### config.mk
export PLATFORM = sky130hd
export DESIGN_NAME = uart_rx_x16
export DESIGN_NICKNAME = d
export VERILOG_FILES = /design/src/rtl/uart_rx_x16.sv
export SDC_FILE = /design/constraint.sdc
export NUM_CORES = 1
export LEC_CHECK = 0
export CAP_MARGIN = 20
export CORE_MARGIN = 1.5
export CORE_UTILIZATION = 52
export CTS_BUF_LIST = sky130_fd_sc_hd__clkbuf_8
export CTS_CLUSTER_DIAMETER = 50
export DETAILED_ROUTE_END_ITERATION = 8
export PLACE_DENSITY = 0.8
export SYNTH_ARGS = -nofsm -noshare
export SYNTH_HDL_FRONTEND = slang
export SYNTH_SLANG_ARGS = --single-unit
### constraint.sdc
create_clock -name CLK -period 2.29 [get_ports CLK]
set_input_delay 0.229 -clock CLK [delete_from_list [all_inputs] [get_ports CLK]]
set_output_delay 0.229 -clock CLK [all_outputs]
set_load 0.02 [all_outputs]
### src/rtl/uart_rx_x16.sv
// UART receiver for 8N1-style frames, oversampled by an external x16 tick.
// Start bits are qualified at mid-bit; each word is held on a valid/ack handshake.
module uart_rx_x16 #(
    parameter int P_DATA_BITS = 8
) (
    input  logic                   CLK,
    input  logic                   RST,
    input  logic                   tick_x16,
    input  logic                   rx,
    output logic [P_DATA_BITS-1:0] data_out,
    output logic                   data_valid,
    input  logic                   data_ack,
    output logic                   frame_err,
    output logic                   overrun,
    output logic                   busy
);

    localparam int BW = $clog2(P_DATA_BITS);

    typedef enum logic [1:0] {
        S_IDLE  = 2'd0,
        S_START = 2'd1,
        S_DATA  = 2'd2,
        S_STOP  = 2'd3
    } state_t;

    state_t                 state_q;
    logic                   rx_meta_q;
    logic                   rx_s_q;
    logic                   armed_q;
    logic [3:0]             tick_cnt_q;
    logic [BW-1:0]          bit_idx_q;
    logic [P_DATA_BITS-1:0] shreg_q;
    logic [P_DATA_BITS-1:0] data_q;
    logic                   valid_q;
    logic                   ferr_q;
    logic                   ovr_q;
    logic                   busy_q;

    always_ff @(posedge CLK) begin
        if (RST) begin
            state_q    <= S_IDLE;
            rx_meta_q  <= 1'b1;
            rx_s_q     <= 1'b1;
            armed_q    <= 1'b0;
            tick_cnt_q <= 4'd0;
            bit_idx_q  <= '0;
            shreg_q    <= '0;
            data_q     <= '0;
            valid_q    <= 1'b0;
            ferr_q     <= 1'b0;
            ovr_q      <= 1'b0;
            busy_q     <= 1'b0;
        end else begin
            rx_meta_q <= rx;
            rx_s_q    <= rx_meta_q;
            ferr_q    <= 1'b0;
            ovr_q     <= 1'b0;
            if (valid_q && data_ack) begin
                valid_q <= 1'b0;
            end
            if (tick_x16) begin
                case (state_q)
                    S_IDLE: begin
                        // armed only after seeing the line high, so a held-low line cannot retrigger
                        if (rx_s_q) begin
                            armed_q <= 1'b1;
                        end else if (armed_q) begin
                            state_q    <= S_START;
                            tick_cnt_q <= 4'd0;
                            busy_q     <= 1'b1;
                        end
                    end
                    S_START: begin
                        tick_cnt_q <= tick_cnt_q + 4'd1;
                        if (tick_cnt_q == 4'd7) begin
                            tick_cnt_q <= 4'd0;
                            if (!rx_s_q) begin
                                state_q   <= S_DATA;
                                bit_idx_q <= '0;
                            end else begin
                                state_q <= S_IDLE;
                                busy_q  <= 1'b0;
                            end
                        end
                    end
                    S_DATA: begin
                        tick_cnt_q <= tick_cnt_q + 4'd1;
                        if (tick_cnt_q == 4'd15) begin
                            tick_cnt_q <= 4'd0;
                            shreg_q    <= {rx_s_q, shreg_q[P_DATA_BITS-1:1]};
                            if (bit_idx_q == BW'(P_DATA_BITS - 1)) begin
                                state_q <= S_STOP;
                            end else begin
                                bit_idx_q <= bit_idx_q + BW'(1);
                            end
                        end
                    end
                    S_STOP: begin
                        tick_cnt_q <= tick_cnt_q + 4'd1;
                        if (tick_cnt_q == 4'd15) begin
                            tick_cnt_q <= 4'd0;
                            state_q    <= S_IDLE;
                            busy_q     <= 1'b0;
                            if (rx_s_q) begin
                                // an ack in this same cycle consumes the old word, so no overrun
                                data_q  <= shreg_q;
                                valid_q <= 1'b1;
                                ovr_q   <= valid_q && !data_ack;
                            end else begin
                                ferr_q  <= 1'b1;
                                armed_q <= 1'b0;
                            end
                        end
                    end
                    default: begin
                        state_q <= S_IDLE;
                        busy_q  <= 1'b0;
                    end
                endcase
            end
        end
    end

    assign data_out   = data_q;
    assign data_valid = valid_q;
    assign frame_err  = ferr_q;
    assign overrun    = ovr_q;
    assign busy       = busy_q;

endmodule
### After elaboration in Yosys (flattened, before gate mapping)

Index checks and enable logic that the tools add are counted.

| operators by class | value |
|---|---|
| $add $sub $neg | 2 |
| equality and inequality tests | 17 |
| multiplexer cells | 34 |
| bitwise logic cells | 4 |
| reduce and logical (&&, ||, !) cells | 17 |

Operator list:

| kind | count |
|---|---|
| $ne 2x2->1 const B | 11 |
| $mux 4 | 4 |
| $mux 1 | 14 |
| $mux 2 | 7 |
| $reduce_and 7->1 | 2 |
| $mux 3 | 4 |
| $pmux 4 s3 | 1 |
| $pmux 2 s4 | 1 |
| $pmux 3 s2 | 1 |
| $reduce_and 3->1 | 2 |
| $reduce_and 6->1 | 1 |
| $reduce_and 5->1 | 1 |
| $reduce_or 5->1 | 1 |
| $add 4x1->4 const B | 1 |
| $eq 2x2->1 const B | 2 |
| $eq 4x3->1 const B | 1 |
| $eq 4x4->1 const B | 1 |
| $not 1->1 | 4 |
| $reduce_and 4->1 | 1 |
| $reduce_bool 2->1 | 2 |
| $reduce_or 4->1 | 1 |
| $add 3x1->3 const B | 1 |
| $eq 3x3->1 const B | 1 |
| $pmux 1 s3 | 1 |
| other kinds (7) | 8 |

| word-level totals | value |
|---|---|
| flip-flop bits (word level) | 32 |
| bits of input ports | 5 |
| output and inout bits | 12 |
| word-level logic and storage cells | 86 |

### Longest topological paths before layout

| logic depth | value |
|---|---|
| depth in word-level cells | 6 |
| depth in mapped cells | 7 |

### Worst setup path before layout

No wires, ideal clock.

| timing | value |
|---|---|
| path type | reg2reg |
| start | register tick_cnt_q[0] |
| end | register shreg_q[0] |
| setup time | 128 ps |
| arrival | 1494 ps |
| path slack | 669 ps |
| cell stages (with the launch flop) | 7 |
| clock period less this slack | 1621 ps |
| path through | dfxtp_1 > ha_1 > buf_6 > nand2_4 > nor4_4 > mux2i_1 > nor2_1 |

| between the ends | value |
|---|---|
| word-level cells in the longest chain between the ends | 2 |

Ends and longest elaborated chain:

| what | RTL line | RTL |
|---|---|---|
| start, declared | 31 | `logic [3:0] tick_cnt_q;` |
| start signal, assigned | 75 | `tick_cnt_q <= tick_cnt_q + 4'd1;` |
| start signal, assigned | 88 | `tick_cnt_q <= tick_cnt_q + 4'd1;` |
| start signal, assigned | 100 | `tick_cnt_q <= tick_cnt_q + 4'd1;` |
| $eq 4x4->1 | 89 | `if (tick_cnt_q == 4'd15) begin` |
| $reduce_and 3->1 (no source line) | n/a |  |
| end signal, assigned | 91 | `shreg_q <= {rx_s_q, shreg_q[P_DATA_BITS-1:1]};` |
| end, declared | 33 | `logic [P_DATA_BITS-1:0] shreg_q;` |

Every way passes these cells.
A chain may end at the register's enable or synchronous reset.

### Final worst setup path

| timing | value |
|---|---|
| start | register tick_cnt_q[0] |
| end | register busy_q, in the netlist busy |

| between the ends | value |
|---|---|
| word-level cells in the longest chain between the ends | 3 |

Ends and longest elaborated chain:

| what | RTL line | RTL |
|---|---|---|
| $eq 4x4->1 / $eq 4x3->1 (equally long branches) | 101, 76 |  |
| $ne 2x2->1 (no source line) | n/a |  |
| $reduce_and 7->1 (no source line) (*) | n/a |  |
| end signal, assigned | 83 | `busy_q <= 1'b0;` |
| end signal, assigned | 104 | `busy_q <= 1'b0;` |
| end signal, assigned | 118 | `busy_q <= 1'b0;` |
| end, declared | 38 | `logic busy_q;` |

Mark *: on every way between the ends. The rest lies on a longest branch, timed or not.

==> summary.txt <==
Clock tree
  – Post-CTS sizing: 0
  – CTS tree: done
  – H-Tree Depth: 2
  – Setup Buffers After CTS: 0
  – Cts bufs inserted: 5
  – Worst-path clk slew: 0.07 ns
  – Clock sinks: 32
  – Clk Tree Root Cell: clkbuf_8
  – Hold-fix buffers, CTS: 0
  – Clk buf depth: 2
  – Clk_lat worst skew: 0.29 ns

Critical path
  – CP required: 2.46 ns
  – CP Class: reg -> reg
  – Worst EP arrival: 1.97 ns
  – Reg2Reg Launch Point: tick_cnt_q[0]$_SDFFE_PP0P_
  – Crit start category: flop
  – R2r setup slk: 0.49 ns
  – RR Endpoint: busy$_SDFFE_PP0P_
  – Critical path fanouts, max: 9
  – Cells on worst reg2reg path: 4
  – Critical Path End Type: flop

Detailed routing
  – DRT antenna net count: 0
  – Mean routed wirelength per cell: 13.2 um
  – DRC: 0
  – Total wire length: 2640 um
  – Vias per cell: 5.70
  – Drt pass-1 iters: 4
  – DRT iter0 DRCs: 40
  – Vias: 1,135

Place
  – DP Wirelength: 1860 um
  – Routability cong.: 0.873
  – Count of buffers from port buffering: 16

Die
  – # IOs: 17
  – Core ar.: 2570 um2
  – Site Rows: 18
  – Chip Width: 55.8 um
  – Die height: 55.8 um
  – Die area: 3110 um2
  – Starting Density: 56.4%

Hold path
  – Worst hold start: rx_meta_q$_SDFF_PP1_
  – Hold Path Class: reg -> reg
  – Worst hold endpoint: rx_s_q$_SDFF_PP1_
  – Hold path cells: 1

Global routing
  – GRT Total Usage: 19.0%
  – Pin count of the biggest net entering global routing: 17
  – Initial antenna violation count: 0
  – GRT overflow: 0
  – First-pass GRT wire length: 4570 um
  – Vias in the first global route: 1,043

Pwr
  – Lkg Pwr: 0.680 nW
  – VDD IR-drop max: 0.530 mV
  – Power per cell area: 603 nW/um2

Yosys
  – Mapped cell area: 1450 um2
  – Net Count, Synth: 159
  – Number of synthesized flops with an enable pin: 0
  – Async SR Flop Fraction: 0%
  – Post-Syn Area per Cell: 9.60 um2
  – Most numerous cell in the Yosys netlist: dfxtp_1
  – Main synth FF type: dfxtp_1
  – Yosys reg bits: 32
  – Mapped Cells: 151
  – Synth top area cells: dfxtp_1 (44%), mux2i_1 (12%), nor2_1 (6.5%), buf_6 (3.1%), a21oi_1 (2.8%)
  – Ys Warns: 0
  – Synth area leader: dfxtp_1
  – Synth cell count leaders: dfxtp_1 (32), nor2_1 (25), mux2i_1 (18)
  – Library cells used by synthesis: 39
  – Top cell type's share of synthesized area: 44.2%
  – Sequential element share of the synthesized area: 44.2%

Layout
  – Fillcell total: 217
  – ANT cells: 0
  – Layout cells sized above 1: 13.0%
  – Nets: 176
  – Synth-to-layout area growth: 17.1%
  – End-of-flow core utilization: 66.1%

Timing
  – Slew @ Worst Pin: 0.568 ns
  – Minimum clock period: 1.80 ns
  – Fin. max-slew vios: 0
  – Worst Skew: 0.00724 ns
  – Final setup fails: 0
  – Fmax: 0.555 GHz
  – Worst rel slew slack: 62.0%
  – Fin Setup TNS: 0 ns
  – RSZ-0062 raised after global routing: false
  – Final-report hold violation count: 0
  – Final Cycle Share: 78.7%

Run
  – Max_cap viols: 0

Status
  – Status: finished clean
==> logic make-up after synthesis <==
kind of cell	synth area share, %
compound gates	12.6
fa+ha+maj	2.59
buf+inv	6.22
flops	44.2
simple gates	21.9
mux	12.4
==> metal layers <==
layer | GRT usage, % | vias up | part of all wire, %
met2 | 29.8 | 31 | 45
met4 | 8.71 | 0 | 2.2
met5 | 0 | - | 0
li1 | - | 567 | -
met1 | 23.2 | 529 | 47
met3 | 7.21 | 8 | 5.5
==> flip-flops by register name, summed over array words and instances (netlist names), named ones only <==
signal	cells
tick_cnt_q	4
bit_idx_q	3
data_out	8
shreg_q	8
busy	1
state_q	1
overrun	1
frame_err	1
armed_q	1
rx_s_q	1
data_valid	1
rx_meta_q	1
==> how the worst max path moves through the flow <==
stage                                           from  depth (start not counted)  slack [ns]                  endpoint
final                     tick_cnt_q[0]$_SDFFE_PP0P_                          4        0.49         busy$_SDFFE_PP0P_
after global routing      tick_cnt_q[0]$_SDFFE_PP0P_                          4        0.24         busy$_SDFFE_PP0P_
after CTS                 tick_cnt_q[0]$_SDFFE_PP0P_                          4        0.49         busy$_SDFFE_PP0P_
after detailed placement                    tick_x16                          4        0.41         busy$_SDFFE_PP0P_
after global placement                      tick_x16                          6        0.48  data_out[6]$_SDFFE_PP0P_
after floorplan           tick_cnt_q[0]$_SDFFE_PP0P_                          6        0.67   shreg_q[0]$_SDFFE_PP0P_
==> cells in the final DEF (no fill, tap or decap), types with 2 or more instances in the layout <==
cell type / n
a31oi_1: 2
nand3_1: 2
nand2b_1: 5
a21oi_1: 8
dfxtp_1: 32
buf_4: 5
a311oi_1: 2
ha_1: 3
nand4b_1: 3
nand2_1: 5
nor2_1: 25
nor2b_1: 2
clkbuf_8: 5
inv_1: 3
o21ai_0: 5
nand4_1: 3
or2_2: 3
clkdlybuf4s50_1: 16
mux2i_1: 18
clkinv_2: 2
==> per-stage QoR <==
stage	cells	instance area, um2	hold slack, ns	total power, W	setup slack [ns]
2_1_floorplan	151	1450	0.333	0.000600	0.669
3_3_place_gp	191	1610	0.401	0.000614	0.476
3_5_place_dp	191	1610	0.394	0.000616	0.408
4_1_cts	199	1700	0.413	0.00103	0.487
5_1_grt	199	1700	0.422	0.00106	0.242
6_report	199	1700	0.414	0.00102	0.488
==> layout make-up <==
cell class                 instances  area [um2]  share of cell area [%]
multi-input combinational        104         718                    42.3
inverter                           4        15.0                   0.885
sequential                        32         641                    37.8
clock inverter                     3        18.8                    1.11
tap                               30        37.5                    2.21
timing repair buffer              21         198                    11.7
clock buffer                       5        68.8                    4.06
==> critical path, stage by stage, from the launching register on <==
cell and delay [ns]:
dfxtp_1 0.42, ha_1 0.40, and3_1 0.35, a311oi_1 0.12, a2111oi_0 0.39
==> where the power goes <==
| part | total (W) | internal [W] | leakage (nW) | switching, W |
|---|---|---|---|---|
| Combinational | 0.0000371 | 0.0000179 | 0.373 | 0.0000192 |
| Sequential | 0.000566 | 0.000561 | 0.259 | 0.00000510 |
| Clock | 0.000419 | 0.000211 | 0.0479 | 0.000208 |
| Total | 0.00102 | 0.000790 | 0.680 | 0.000233 |
Power figures use the tool's default switching activity.
